==> config.mk <==
export PLATFORM = sky130hd
export DESIGN_NAME = control_sequencer_flat
export DESIGN_NICKNAME = d
export VERILOG_FILES = /design/src/rtl/control_sequencer_if.sv /design/src/rtl/control_sequencer.sv /design/src/flat_wrapper.sv
export SDC_FILE = /design/constraint.sdc
export NUM_CORES = 1
export LEC_CHECK = 0
export CORE_UTILIZATION = 29
export DETAILED_ROUTE_END_ITERATION = 10
export GPL_TIMING_DRIVEN = 0
export PLACE_DENSITY = 0.85
export SYNTH_ARGS = -nofsm -noshare
export SYNTH_HDL_FRONTEND = slang
export SYNTH_SLANG_ARGS = --single-unit
==> constraint.sdc <==
create_clock -name clock -period 2.4 [get_ports clock]
set_input_delay 0.24 -clock clock [delete_from_list [all_inputs] [get_ports clock]]
set_output_delay 0.24 -clock clock [all_outputs]
set_load 0.05 [all_outputs]
==> src/rtl/control_sequencer_if.sv <==
// control_sequencer_if: control bundle between control_sequencer and the alu_system datapath.
interface control_sequencer_if;
  logic [15:0] IROut;
  logic        zflag;
  logic [2:0]  state;
  logic [3:0]  RegSel_rf;
  logic [3:0]  ScrSel;
  logic [2:0]  FunSel3;
  logic [2:0]  OutASel;
  logic [2:0]  OutBSel;
  logic        MuxDSel;
  logic [4:0]  FunSel5;
  logic [1:0]  MuxCSel;
  logic        LH;
  logic        write;
  logic        E;
  logic [1:0]  FunSel2_dr;
  logic [1:0]  MuxASel;
  logic [1:0]  MuxBSel;
  logic [1:0]  FunSel2_arf;
  logic [2:0]  RegSel_arf;
  logic [1:0]  OutCSel;
  logic [1:0]  OutDSel;
  logic        WR;
  logic        CS;
  modport master (
    input  IROut, zflag,
    output state, RegSel_rf, ScrSel, FunSel3, OutASel, OutBSel, MuxDSel, FunSel5, MuxCSel,
           LH, write, E, FunSel2_dr, MuxASel, MuxBSel, FunSel2_arf, RegSel_arf, OutCSel,
           OutDSel, WR, CS
  );
  modport slave (
    output IROut, zflag,
    input  state, RegSel_rf, ScrSel, FunSel3, OutASel, OutBSel, MuxDSel, FunSel5, MuxCSel,
           LH, write, E, FunSel2_dr, MuxASel, MuxBSel, FunSel2_arf, RegSel_arf, OutCSel,
           OutDSel, WR, CS
  );
endinterface

==> src/rtl/control_sequencer.sv <==
// control_sequencer: hardwired fetch/decode/execute control for alu_system.
module control_sequencer #(
  parameter logic [5:0] HALT_OPCODE = 6'h3F,
  parameter logic [4:0] ALU_PASS_A  = 5'b10000
) (
  input logic clock,
  input logic reset,
  control_sequencer_if.master bus
);
  typedef enum logic [2:0] {
    INIT = 3'd0, FETCH_L = 3'd1, FETCH_H = 3'd2, DECODE = 3'd3, EXEC = 3'd4, HALT = 3'd7
  } state_t;
  state_t st;
  logic [5:0] op;
  logic [1:0] rx;
  logic init, fetch, ex, bra, ldi, inc, sto;
  assign op = bus.IROut[15:10];
  assign rx = bus.IROut[9:8];
  always_ff @(posedge clock or posedge reset)
    if (reset) st <= INIT;
    else
      case (st)
        INIT:    st <= FETCH_L;
        FETCH_L: st <= FETCH_H;
        FETCH_H: st <= DECODE;
        DECODE:  st <= (op == HALT_OPCODE) ? HALT : EXEC;
        EXEC:    st <= FETCH_L;
        HALT:    st <= HALT;
        default: st <= INIT;
      endcase
  // Reset gates every decode term so outputs go idle without waiting for a clock edge.
  assign init  = !reset && st == INIT;
  assign fetch = !reset && (st == FETCH_L || st == FETCH_H);
  assign ex    = !reset && st == EXEC;
  assign bra   = ex && (op == 6'd0 || (op == 6'd1 && !bus.zflag));
  assign ldi   = ex && op == 6'd2;
  assign inc   = ex && op == 6'd3;
  assign sto   = ex && op == 6'd4;
  assign bus.state       = st;
  assign bus.RegSel_rf   = (ldi || inc) ? 4'b0001 << rx : 4'b0000;
  assign bus.ScrSel      = 4'b0000;
  assign bus.FunSel3     = ldi ? 3'b010 : inc ? 3'b001 : 3'b000;
  assign bus.OutASel     = sto ? {1'b0, rx} : 3'b000;
  assign bus.OutBSel     = 3'b000;
  assign bus.MuxDSel     = 1'b0;
  assign bus.FunSel5     = sto ? ALU_PASS_A : 5'b00000;
  assign bus.MuxCSel     = 2'b00;
  assign bus.LH          = fetch && st == FETCH_H;
  assign bus.write       = fetch;
  assign bus.E           = 1'b0;
  assign bus.FunSel2_dr  = 2'b00;
  assign bus.MuxASel     = ldi ? 2'b11 : 2'b00;
  assign bus.MuxBSel     = bra ? 2'b11 : 2'b00;
  assign bus.FunSel2_arf = init ? 2'b11 : fetch ? 2'b01 : bra ? 2'b10 : 2'b00;
  assign bus.RegSel_arf  = (init || fetch || bra) ? 3'b100 : 3'b000;
  assign bus.OutCSel     = 2'b00;
  assign bus.OutDSel     = sto ? 2'b01 : 2'b00;
  assign bus.WR          = sto;
  assign bus.CS          = !(fetch || sto);
endmodule

==> src/flat_wrapper.sv <==
// flat-port wrapper written by rule: the top's interface ports become plain ports
module control_sequencer_flat 
#(
  parameter logic [5:0] HALT_OPCODE = 6'h3F,
  parameter logic [4:0] ALU_PASS_A  = 5'b10000
)
  (clock, reset, bus_IROut, bus_zflag, bus_state, bus_RegSel_rf, bus_ScrSel, bus_FunSel3, bus_OutASel, bus_OutBSel, bus_MuxDSel, bus_FunSel5, bus_MuxCSel, bus_LH, bus_write, bus_E, bus_FunSel2_dr, bus_MuxASel, bus_MuxBSel, bus_FunSel2_arf, bus_RegSel_arf, bus_OutCSel, bus_OutDSel, bus_WR, bus_CS);
  control_sequencer_if bus_i ();
  input logic clock;
  input logic reset;
  input wire logic [$bits(bus_i.IROut)-1:0] bus_IROut;
  input wire logic [$bits(bus_i.zflag)-1:0] bus_zflag;
  output wire logic [$bits(bus_i.state)-1:0] bus_state;
  output wire logic [$bits(bus_i.RegSel_rf)-1:0] bus_RegSel_rf;
  output wire logic [$bits(bus_i.ScrSel)-1:0] bus_ScrSel;
  output wire logic [$bits(bus_i.FunSel3)-1:0] bus_FunSel3;
  output wire logic [$bits(bus_i.OutASel)-1:0] bus_OutASel;
  output wire logic [$bits(bus_i.OutBSel)-1:0] bus_OutBSel;
  output wire logic [$bits(bus_i.MuxDSel)-1:0] bus_MuxDSel;
  output wire logic [$bits(bus_i.FunSel5)-1:0] bus_FunSel5;
  output wire logic [$bits(bus_i.MuxCSel)-1:0] bus_MuxCSel;
  output wire logic [$bits(bus_i.LH)-1:0] bus_LH;
  output wire logic [$bits(bus_i.write)-1:0] bus_write;
  output wire logic [$bits(bus_i.E)-1:0] bus_E;
  output wire logic [$bits(bus_i.FunSel2_dr)-1:0] bus_FunSel2_dr;
  output wire logic [$bits(bus_i.MuxASel)-1:0] bus_MuxASel;
  output wire logic [$bits(bus_i.MuxBSel)-1:0] bus_MuxBSel;
  output wire logic [$bits(bus_i.FunSel2_arf)-1:0] bus_FunSel2_arf;
  output wire logic [$bits(bus_i.RegSel_arf)-1:0] bus_RegSel_arf;
  output wire logic [$bits(bus_i.OutCSel)-1:0] bus_OutCSel;
  output wire logic [$bits(bus_i.OutDSel)-1:0] bus_OutDSel;
  output wire logic [$bits(bus_i.WR)-1:0] bus_WR;
  output wire logic [$bits(bus_i.CS)-1:0] bus_CS;
  assign bus_i.IROut = bus_IROut;
  assign bus_i.zflag = bus_zflag;
  assign bus_state = bus_i.state;
  assign bus_RegSel_rf = bus_i.RegSel_rf;
  assign bus_ScrSel = bus_i.ScrSel;
  assign bus_FunSel3 = bus_i.FunSel3;
  assign bus_OutASel = bus_i.OutASel;
  assign bus_OutBSel = bus_i.OutBSel;
  assign bus_MuxDSel = bus_i.MuxDSel;
  assign bus_FunSel5 = bus_i.FunSel5;
  assign bus_MuxCSel = bus_i.MuxCSel;
  assign bus_LH = bus_i.LH;
  assign bus_write = bus_i.write;
  assign bus_E = bus_i.E;
  assign bus_FunSel2_dr = bus_i.FunSel2_dr;
  assign bus_MuxASel = bus_i.MuxASel;
  assign bus_MuxBSel = bus_i.MuxBSel;
  assign bus_FunSel2_arf = bus_i.FunSel2_arf;
  assign bus_RegSel_arf = bus_i.RegSel_arf;
  assign bus_OutCSel = bus_i.OutCSel;
  assign bus_OutDSel = bus_i.OutDSel;
  assign bus_WR = bus_i.WR;
  assign bus_CS = bus_i.CS;
  control_sequencer #(.HALT_OPCODE(HALT_OPCODE), .ALU_PASS_A(ALU_PASS_A)) u_core (.clock(clock), .reset(reset), .bus(bus_i));
endmodule
# Word-level counts from Yosys, hierarchy flattened
# Index checks and enable logic that the tools add are counted.
[op_classes]
eq_ne = 10
shift = 1
n_mux = 14
n_reduce_logical = 21
[op_table]
columns = ["op", "count"]
rows = [
  ["$pmux 3 s5", 1],
  ["$mux 2", 7],
  ["$eq 6x2->1 const B", 2],
  ["$logic_and 1x1->1", 9],
  ["$eq 3x2->1 const B", 2],
  ["$eq 3x3->1 const B", 2],
  ["$eq 6x1->1 const B", 1],
  ["$eq 6x3->1 const B", 1],
  ["$eq 6x6->1 const B", 1],
  ["$logic_not 6->1", 1],
  ["$logic_or 1x1->1", 6],
  ["$mux 3", 2],
  ["$mux 5", 1],
  ["$mux 4", 1],
  ["$shl 1x2->4 const A", 1],
  ["$eq 3x1->1 const B", 1],
  ["$logic_not 1->1", 3],
  ["$logic_not 3->1", 1],
  ["$mux 1", 2],
  ["$reduce_or 2->1", 1],
]
[word_totals]
ff_bits = 3
inputBits = 19
output_inout_bits = 48
elab_cells = 47

# Longest topological paths before layout
# Gate-level depths: netlist of run 1.
[depth]
ltp_word = 7
mapped_depth = 4
mapped_depth_nobuf = 3

# Worst setup path after synthesis of run 1
# Ideal clock, no wire load.
[synth_path]
kind = "register -> output"
from = "register u_core.st[1] (netlist: u_core.bus.state[1])"
to = "output port bus_CS"
arrival_time_ns = 2.703
t_required_ns = 2.160
path_slack_ns = -0.543
stages_incl_launch_ff = 4
path_buffers = 0
path_cell_list = "dfrtp_1 > nand2b_1 > a211oi_1 > nor2_1"
[synth_via]
elab_chain_len = 5
elab_cells_between_ends = 9
classes_between = "3 x eq/ne; 6 x reduce/logical"
[synth_lines]
columns = ["item", "line_no", "source"]
rows = [
  ["start, declared", "control_sequencer.sv:13", "state_t st;"],
  ["start signal, assigned", "control_sequencer.sv:26", "DECODE: st <= (op == HALT_OPCODE) ? HALT : EXEC;"],
  ["$eq 3x1->1 / $eq 3x2->1 (equally long branches)", "control_sequencer.sv:33", "assign fetch = !reset && (st == FETCH_L || st == FETCH_H);"],
  ["$logic_or 1x1->1 (*)", "control_sequencer.sv:33", ""],
  ["$logic_and 1x1->1 (*)", "control_sequencer.sv:33", ""],
  ["via bus_write", "flat_wrapper.sv:23", "output wire logic [$bits(bus_i.write)-1:0] bus_write;"],
  ["$logic_or 1x1->1 (*)", "control_sequencer.sv:59", "assign bus.CS = !(fetch || sto);"],
  ["$logic_not 1->1 (*)", "control_sequencer.sv:59", ""],
  ["end, declared", "flat_wrapper.sv:33", "output wire logic [$bits(bus_i.CS)-1:0] bus_CS;"],
]
# Mark *: on every way through the listed nets, which the timed path passes. The rest lies on a longest branch.

# Final worst setup path of run 1
[layout_path]
from = "input port reset"
to = "output port bus_OutASel[0]"
[layout_via]
elab_chain_len = 4
[layout_lines]
columns = ["item", "line_no", "source"]
rows = [
  ["start, declared", "flat_wrapper.sv:10", "input logic reset;"],
  ["$logic_not 1->1", "control_sequencer.sv:34", "assign ex = !reset && st == EXEC;"],
  ["$logic_and 1x1->1", "control_sequencer.sv:34", ""],
  ["$logic_and 1x1->1", "control_sequencer.sv:38", "assign sto = ex && op == 6'd4;"],
  ["$mux 2", "control_sequencer.sv:43", "assign bus.OutASel = sto ? {1'b0, rx} : 3'b000;"],
  ["end, declared", "flat_wrapper.sv:17", "output wire logic [$bits(bus_i.OutASel)-1:0] bus_OutASel;"],
]
# Every way passes these cells.

==> results of run 1 <==
[critical path, stage by stage]
cell             delay [ps]
clkdlybuf4s50_1         560
nor4_4                  320
and3_4                  280
and2_1                  120
dlygate4sd2_1           520
[power by group through the flow]
stage	combinational, mW	clock, mW	sequential (mW)
after floorplan	0.382	0	0.214
after global placement	0.636	0	0.132
after detailed placement	0.642	0	0.135
after CTS	0.628	0.0921	0.134
after global routing	0.656	0.101	0.140
final	0.627	0.0890	0.133
[worst paths after layout]
| kind | start | end | slack (ps) | cells past startpoint |
|---|---|---|---|---|
| worst max-delay path | reset | bus_OutASel[0] | 100 | 5 |
| worst min-delay path | reset | u_core.bus.state[1] | 410 | 2 |
| worst max register to register | u_core.bus.state[2] | u_core.bus.state[0] | 1360 | 3 |
| worst min register to register | u_core.bus.state[0] | u_core.bus.state[0] | 600 | 1 |
| max in group asynchronous | reset | u_core.bus.state[2] | 1860 | 2 |
| min in group clock | u_core.bus.state[0] | u_core.bus.state[0] | 600 | 1 |
[logic make-up after synthesis]
kind of cell / share of synthesized area (%)
buf+inv: 42.7
simple gates: 35.0
compound gates: 8.53
flops: 13.1
other cells: 0.656
[placed cells by master, fill, tap and decap left out, types with 3 or more instances in the layout]
master / instances
dlygate4sd2_1: 12
nor2_1: 4
inv_1: 3
buf_4: 32
clkdlybuf4s50_1: 16
dfrtp_1: 3
conb_1: 24
clkbuf_4: 3
and2_1: 3
[through the flow]
| step | cell area (um^2) | power [mW] |
|---|---|---|
| final | 1060 | 0.849 |
| after detailed placement | 1050 | 0.776 |
| after floorplan | 681 | 0.596 |
| after global routing | 1060 | 0.896 |
| after global placement | 1050 | 0.768 |
| after CTS | 1060 | 0.854 |
[layout make-up]
class	instances	area, um^2
tap	25	31.3
clock buffer	4	26.3
fill	180	724
buffer	31	233
multi-input combinational	57	362
sequential	3	75.1
inverter	3	11.3
timing repair buffer	34	320
[what timing repair did]
action | CTS | global route
buffers inserted | 0 | 0
gates resized for setup | 23 | 4
endpoints found under the setup margin | 18 | 3
hold buffers | 0 | 0
[Yosys cell counts]
library cell / instances / area (um^2)
buf_4: 31 / 233
nor2_1: 4 / 15.0
and2_1: 3 / 18.8
dfrtp_1: 3 / 75.1
inv_1: 3 / 11.3
nor3_1: 3 / 15.0
a211oi_1: 2 / 15.0
a31oi_1: 2 / 12.5
and4_1: 2 / 17.5
nand2b_1: 2 / 12.5
nand3_1: 2 / 10.0
nor3b_2: 2 / 25.0
and3_4: 1 / 11.3
conb_1: 1 / 3.75
nand2_1: 1 / 3.75
nand4_4: 1 / 21.3
nor2_2: 1 / 6.26
nor2b_1: 1 / 6.26
nor4_4: 1 / 21.3
nor4bb_1: 1 / 10.0
o21ai_0: 1 / 5.00
o21bai_1: 1 / 7.51
o41ai_1: 1 / 8.76
or2_1: 1 / 6.26
[per-layer routing]
layer / up-vias / track usage, %
met5: - / 0
met4: 0 / 5.29
met3: 2 / 1.57
met2: 38 / 20.3
met1: 230 / 12.4
li1: 308 / -
==> impl_metrics.env, run 1 <==
export IMPL_status="completed"
export IMPL_wl_per_cell_um=8.20
export IMPL_dr_wl_met2_um=599
export IMPL_grt_max_degree=10
export IMPL_met1_length_um=519
export IMPL_drcViolationCount=0
export IMPL_routabilityCongestion=0.752
export IMPL_drt_first_iter_violations=1
export IMPL_fin_skew_ps=1.03
export IMPL_cts_sinks=3
export IMPL_grt_usage_pct=11.1
export IMPL_num_vias=578
export IMPL_arrival_ps=2060
export IMPL_rsz0062_at_grt="no"
export IMPL_clkTransAtPathRegs_ps=40
export IMPL_num_rows=15
export IMPL_peakVddDrop_v=0.000442
export IMPL_slew_headroom_pct=66.8
export IMPL_tritoncts="built"
export IMPL_final_layout_size_suffix_gt1_share_pct=36.4
export IMPL_p_per_area_nw_per_um2=802
export IMPL_die_h_um=46.4
export IMPL_dp_hpwl_um=1130
export IMPL_min_path_type="in -> async"
export IMPL_largest_reg_flops=3
export IMPL_top_layer_used="met4"
export IMPL_core_um2=1780
export IMPL_tns_ps=0
export IMPL_ys_warn_count=0
export IMPL_crit_fanout=6
export IMPL_switching_share_pct=60.2
export IMPL_layout_setup_ws_ps=99.7
export IMPL_wl_met3_um=152
export IMPL_ant_nets=0
export IMPL_finalHoldViolCount=0
export IMPL_grt_pass1_vias=395
export IMPL_pwr_share_comb_pct=73.8
export IMPL_clock_tree_buffer_depth=2
export IMPL_timing_fmax_mhz=435
export IMPL_fin_cells=157
export IMPL_synth_cells=71
export IMPL_end_kind="output port"
export IMPL_seq_area_frac_synth_pct=13.1
export IMPL_period_needed_ps=2300
export IMPL_routed_via_density=3.68
export IMPL_leakage_nw=0.572
export IMPL_dr_pass1_iters=2
export IMPL_routed_wl_um=1290
export IMPL_io_pins=67
export IMPL_p_sw_mw=0.511
export IMPL_worstMarginPinSlew_ps=496
export IMPL_clk_latency_ps=230
export IMPL_dieArea_um2=2150
export IMPL_finalCritPeriodShare_pct=95.8
export IMPL_syn_cell_area_um2=572
export IMPL_maxSlewViolCount=0
export IMPL_worstSetupStartpointType="input pin"
export IMPL_syn2layout_area_growth_pct=85.1
export IMPL_yosys_register_bits=3
export IMPL_dieWidth_um=46.4
export IMPL_antenna_found_initial=0
export IMPL_hold_slack_ps=409
export IMPL_synth_distinct_cells=24
export IMPL_crit_required_ps=2160
export IMPL_synth_avg_cell_area_um2=8.05
export IMPL_final_core_util_pct=59.4
export IMPL_grt_pass1_wl_um=1690
export IMPL_clock_power_share_pct=10.5
export IMPL_path_class="in -> out"
export IMPL_htree_levels=1
export IMPL_cts_root_buf="clkbuf_4"
export IMPL_seq_power_share_pct=15.7
export IMPL_drv_cap=0
export IMPL_place_inst=153
export IMPL_cts_made_buffers=3
export IMPL_grt_overflow=0
export IMPL_diodes=0
export IMPL_p_int_mw=0.338
export IMPL_setup_viol=0
export IMPL_dpl_worst_slack_ps=-317
export IMPL_initial_core_util_pct=32.1
export IMPL_nNetsFinal=152
export IMPL_numPortBuffers=34
(Power assumes the default switching activity.)
==> run 2, diff against run 1 <==
ABC_AREA = 1   (was not set)
CORE_UTILIZATION = 28   (was 29)
PLACE_DENSITY = 0.83   (was 0.85)
==> impl_metrics.env, run 2 <==
export IMPL_cts_made_buffers=3
export IMPL_timing_fmax_mhz=437
export IMPL_drv_cap=0
export IMPL_finalHoldViolCount=0
export IMPL_synth_ff_type="dfrtp_1"
export IMPL_cts_root_buf="clkbuf_4"
export IMPL_routabilityCongestion=0.735
export IMPL_synth_top_area_share_pct=41.1
export IMPL_rsz0062_at_grt="no"
export IMPL_clkTransAtPathRegs_ps=40
export IMPL_worstMarginPinSlew_ps=519
export IMPL_htree_levels=1
export IMPL_reg2regPathDepth=3
export IMPL_synth_distinct_cells=16
export IMPL_synth_commonest_cells="buf_4, nand2_1, nor2_1"
export IMPL_cp_buffers_inverters=2
export IMPL_grt_pass1_wl_um=2020
export IMPL_routed_wl_um=1370
export IMPL_dieArea_um2=2210
export IMPL_cpPeakStageDelay_ps=830
export IMPL_fill_cells=191
export IMPL_p_sw_mw=0.491
export IMPL_wl_per_cell_um=7.76
export IMPL_layout_commonest_cell="buf_4"
export IMPL_tritoncts="built"
export IMPL_drcViolationCount=0
export IMPL_p_int_mw=0.333
export IMPL_final_cell_mix="buf_4, conb_1, clkdlybuf4s50_1"
export IMPL_maxSlewViolCount=0
export IMPL_synth_edff_count=0
export IMPL_min_path_type="in -> async"
export IMPL_clock_tree_buffer_depth=2
export IMPL_multi_input_area_um2=309
export IMPL_grt_usage_pct=13.0
export IMPL_synth_avg_cell_area_um2=6.23
export IMPL_slew_headroom_pct=65.3
export IMPL_synth_most_common_cell="buf_4"
export IMPL_r2r_start="u_core.bus.state[0]"
export IMPL_place_inst=173
export IMPL_period_needed_ps=2290
export IMPL_ant_nets=0
export IMPL_yosys_area_top_type="buf_4"
export IMPL_p_per_area_nw_per_um2=773
export IMPL_num_vias=626
export IMPL_worstSetupStartpointType="input pin"
export IMPL_r2r_setup_slack_ps=1490
export IMPL_routed_via_density=3.54
export IMPL_seq_area_um2=75.1
export IMPL_synthArstFlopShare_pct=100
export IMPL_drt_first_iter_violations=4
export IMPL_path_class="in -> out"
export IMPL_status="completed"
export IMPL_grt_pass1_vias=531
export IMPL_nNetsFinal=172
export IMPL_yosys_register_bits=3
export IMPL_crit_fanout=5
export IMPL_diodes=0
export IMPL_io_pins=67
export IMPL_seq_area_frac_synth_pct=13.2
export IMPL_cts_sinks=3
export IMPL_setup_viol=0
export IMPL_fin_cells=177
export IMPL_dp_hpwl_um=1260
export IMPL_synth_cells=91
export IMPL_leakage_nw=0.716
export IMPL_dr_pass1_iters=2
export IMPL_end_kind="output port"
export IMPL_numPortBuffers=34
export IMPL_arrival_ps=2050
export IMPL_ys_warn_count=0
export IMPL_finalCritPeriodShare_pct=95.4
export IMPL_r2r_end="u_core.bus.state[1]"
export IMPL_clock_power_share_pct=10.4
export IMPL_largest_reg_flops=3
export IMPL_crit_cells=5
export IMPL_synthTopCellsByArea="buf_4, dfrtp_1, nand2_1"
export IMPL_path_common_cell="clkdlybuf4s50_1"
export IMPL_clk_latency_ps=230
export IMPL_grt_max_degree=6
export IMPL_hold_slack_ps=335
export IMPL_grt_overflow=0
export IMPL_pwr_share_comb_pct=76.0
export IMPL_setup_worst_path_end="bus_OutASel[0]"
export IMPL_dieWidth_um=47.0
export IMPL_initial_core_util_pct=31.5
export IMPL_die_h_um=47.0
export IMPL_core_um2=1800
export IMPL_switching_share_pct=59.6
export IMPL_final_layout_size_suffix_gt1_share_pct=28.9
export IMPL_syn_cell_area_um2=567
export IMPL_seq_power_share_pct=13.6
export IMPL_fin_skew_ps=0.815
export IMPL_syn2layout_area_growth_pct=88.1
export IMPL_peakVddDrop_v=0.000563
export IMPL_crit_required_ps=2160
export IMPL_antenna_found_initial=0
export IMPL_num_rows=15
export IMPL_path_delay_family="buffers and inverters"
export IMPL_cpMaxStageDelayCell="clkdlybuf4s50_1"
export IMPL_path_cells="clkdlybuf4s50_1 -> nor2_1 -> nand4_1 -> nor3_1 -> clkdlybuf4s50_1"
export IMPL_startpoint="bus_IROut[11]"
export IMPL_cts_setup_buffers=0
[run 2: changes by cell type in the layout (fill, tap and decap cells not counted), sizes merged, moves of 5 or more]
| cell | delta |
|---|---|
| nand2 | +18 |
| nor2 | +12 |
| inv | +9 |
| dlymetal6s2s | +6 |
| dlygate4sd2 | -5 |
[run 2: metrics by stage]
stage / setup WS [ps] / utilization, % / cell area [um^2] / TNS, ps / total power, mW
2_1_floorplan: 46.3 / - / 662 / 0 / 0.570
3_3_place_gp: -127 / 57.4 / 1030 / -449 / 0.735
3_5_place_dp: -194 / 57.4 / 1030 / -740 / 0.744
4_1_cts: 2.00 / 58.2 / 1050 / 0 / 0.836
5_1_grt: 9.99 / 59.2 / 1070 / 0 / 0.877
6_report: 111 / 59.2 / 1070 / 0 / 0.824
[run 2: repair_timing]
item / 4_1_cts / 5_1_grt
endpoints found under the hold margin: 0 / 0
pin swaps: 0 / 0
resized for setup: 9 / 8
setup endpoints to repair: 9 / 8
hold buffers: 0 / 0
[run 2: worst reg2reg max path, delay by kind of cell, from the launching register on]
family,cells,cell delay (ps)
flip-flops,1,420
AND/OR/NAND/NOR,3,380
[run 2: layout make-up]
type	instances	area share [%]
plain buffers	31	21.8
clock buffers	4	2.46
inverters	12	4.23
multi-input cells	68	29.0
flip-flops and latches	3	7.04
well taps	25	2.93
repair buffers	34	32.5
[run 2: layer usage]
layer | part of all wire, % | GRT usage, % | up-vias
met3 | 9.7 | 3.08 | 0
met5 | 0 | 0 | -
li1 | - | - | 339
met2 | 56 | 26.1 | 32
met1 | 34 | 12.4 | 255
met4 | 0 | 5.14 | 0
[run 2: cells by family (layout without fill, tap and decap cells)]
| group | Yosys count | after routing | synth area share [%] |
|---|---|---|---|
| other cells | 1 | 24 | 0.662 |
| compound gates | 1 | 1 | 1.32 |
| buf+inv | 43 | 81 | 49.0 |
| flops | 3 | 3 | 13.2 |
| simple gates | 43 | 43 | 35.8 |
[run 2: worst min path at each step]
| stage | to | slack (ps) |
|---|---|---|
| finish | u_core.bus.state[0] | 330 |
| global route | u_core.bus.state[2] | 350 |
| CTS | u_core.bus.state[0] | 330 |
| detailed placement | u_core.bus.state[0] | 580 |
| global placement | u_core.bus.state[2] | 560 |
| floorplan | u_core.bus.state[0] | -6 |
[run 2: power by group through the flow]
stage / logic, mW / registers (mW) / clock network, mW
after CTS: 0.632 / 0.112 / 0.0916
after global routing: 0.663 / 0.117 / 0.0975
after detailed placement: 0.630 / 0.114 / 0
after floorplan: 0.371 / 0.199 / 0
after global placement: 0.624 / 0.111 / 0
final: 0.627 / 0.112 / 0.0860
==> patch: new RTL, flow settings as in run 1 <==
Make the reset (`reset`) synchronous in one clocked block.
--- a/src/rtl/control_sequencer.sv
+++ b/src/rtl/control_sequencer.sv
@@ -18,3 +18,3 @@
   assign rx = bus.IROut[9:8];
-  always_ff @(posedge clock or posedge reset)
+  always_ff @(posedge clock)
     if (reset) st <= INIT;
Check against the original RTL: differs if reset is asserted again (counterexample within 4 cycles, from zero or initial values and one cycle with reset high); with reset held inactive, the same outputs for 10 cycles.
==> patch against run 1 <==
Synthesized area rose by 1.3%. Die area rose by 1.3%. Sequential cell count did not move. Cell area rose by 1.7%. Setup slack got worse by 0.049 ns. Routed wire length rose by 20%. Non-clock buffer count rose by 2. Largest cell class unchanged.
Power is not compared: it rests on default switching activity, and its combinational part moved more than twofold at a synthesized area within 25%.
==> patch: results (changes against run 1) <==
[outcome]
status = completed

[sta]
max_freq_ghz = 0.426  ; -2.1%
holdWs_ns = 0.598  ; +0.189 ns
worstMarginPinSlew_ns = 0.512  ; +0.0155 ns
skew_ns = 0.000190  ; -0.000836 ns

[placed_design]
post-place-ws_ns = -0.397  ; -0.0808 ns
hpwl_um = 1310  ; +16%
place_congestion = 0.651  ; -14%
dpl_cell_area_sq_um = 1040  ; -1.4%

[worst_setup_path]
critPathLaunch = bus_IROut[13]
cpMaxStageDelayCell = dlygate4sd2_1
rrSetupSlack_ns = 1.24  ; -0.12 ns
cp_max_fo = 3  ; -3
arrival_ns = 2.11  ; +0.05 ns

[drt]
vias = 653  ; +13%
routed_wl_um = 1550  ; +20%
drt_iter0_drc = 4  ; +3
routed-wl-met3_um = 135  ; -11%
m1WireLength_um = 534  ; +2.9%
dr.max_layer_used = met3

[finish]
nonClkBufAreaFrac_pct = 54.1  ; +1.8 points
multi_input_cells = 62  ; +8.8%
seq_area_sq_um = 60.1  ; -20%
multi_input_area_sq_um = 365  ; +1.0%
final_cells = 164  ; +4.5%
drive_gt1_share_pct = 33.8  ; -2.6 points
design.seq.count = 3  ; unchanged

[global_route]
gr-usage-all-layers_pct = 14.5  ; +3.4 points
grt_use_met3_pct = 3.92  ; +2.4 points
grt_max_degree = 11  ; +1
grtUsageMet2_pct = 31.4  ; +11 points
grt_pass1_vias = 551  ; +39%

[synth]
async_flop_share_pct = 0  ; -100 points
synth-compound-area-share_pct = 11.9  ; +3.3 points
dominantRegCellSynth = dfxtp_1
synth.top_cells.by_count = buf_4, nor3_1, nand2_1, nor2_1
ys_types = 26  ; +8.3%
yosysSeqAreaShare_pct = 10.4  ; -2.8 points
netlist_instances = 78  ; +9.9%

[hold_path]
min-delay-path-class = flop to flop

patch: worst min-delay path: cells and delay by family, from the launching register on:
family | cells | cell delay, ns
compound gates | 1 | 0.05
flops | 1 | 0.35
simple gates | 1 | 0.14
patch: power groups by stage:
stage          Clock (mW)  Sequential, mW  Combinational, mW
3_3_place_gp            0          0.0645              0.270
5_1_grt            0.0992          0.0660              0.287
2_1_floorplan           0          0.0830              0.192
6_report           0.0881          0.0647              0.274
3_5_place_dp            0          0.0647              0.273
4_1_cts            0.0920          0.0642              0.271
patch: worst paths after layout:
check                                        end
setup / recovery              bus_FunSel2_arf[1]
hold / removal    u_core.bus.state[1]$_SDFF_PP0_
setup reg to reg  u_core.bus.state[1]$_SDFF_PP0_
hold reg to reg   u_core.bus.state[1]$_SDFF_PP0_
patch: repair_timing:
| action | CTS | global route |
|---|---|---|
| resized for setup | 25 | 6 |
| endpoints found under the hold margin | 0 | 0 |
| setup endpoints to repair | 16 | 8 |
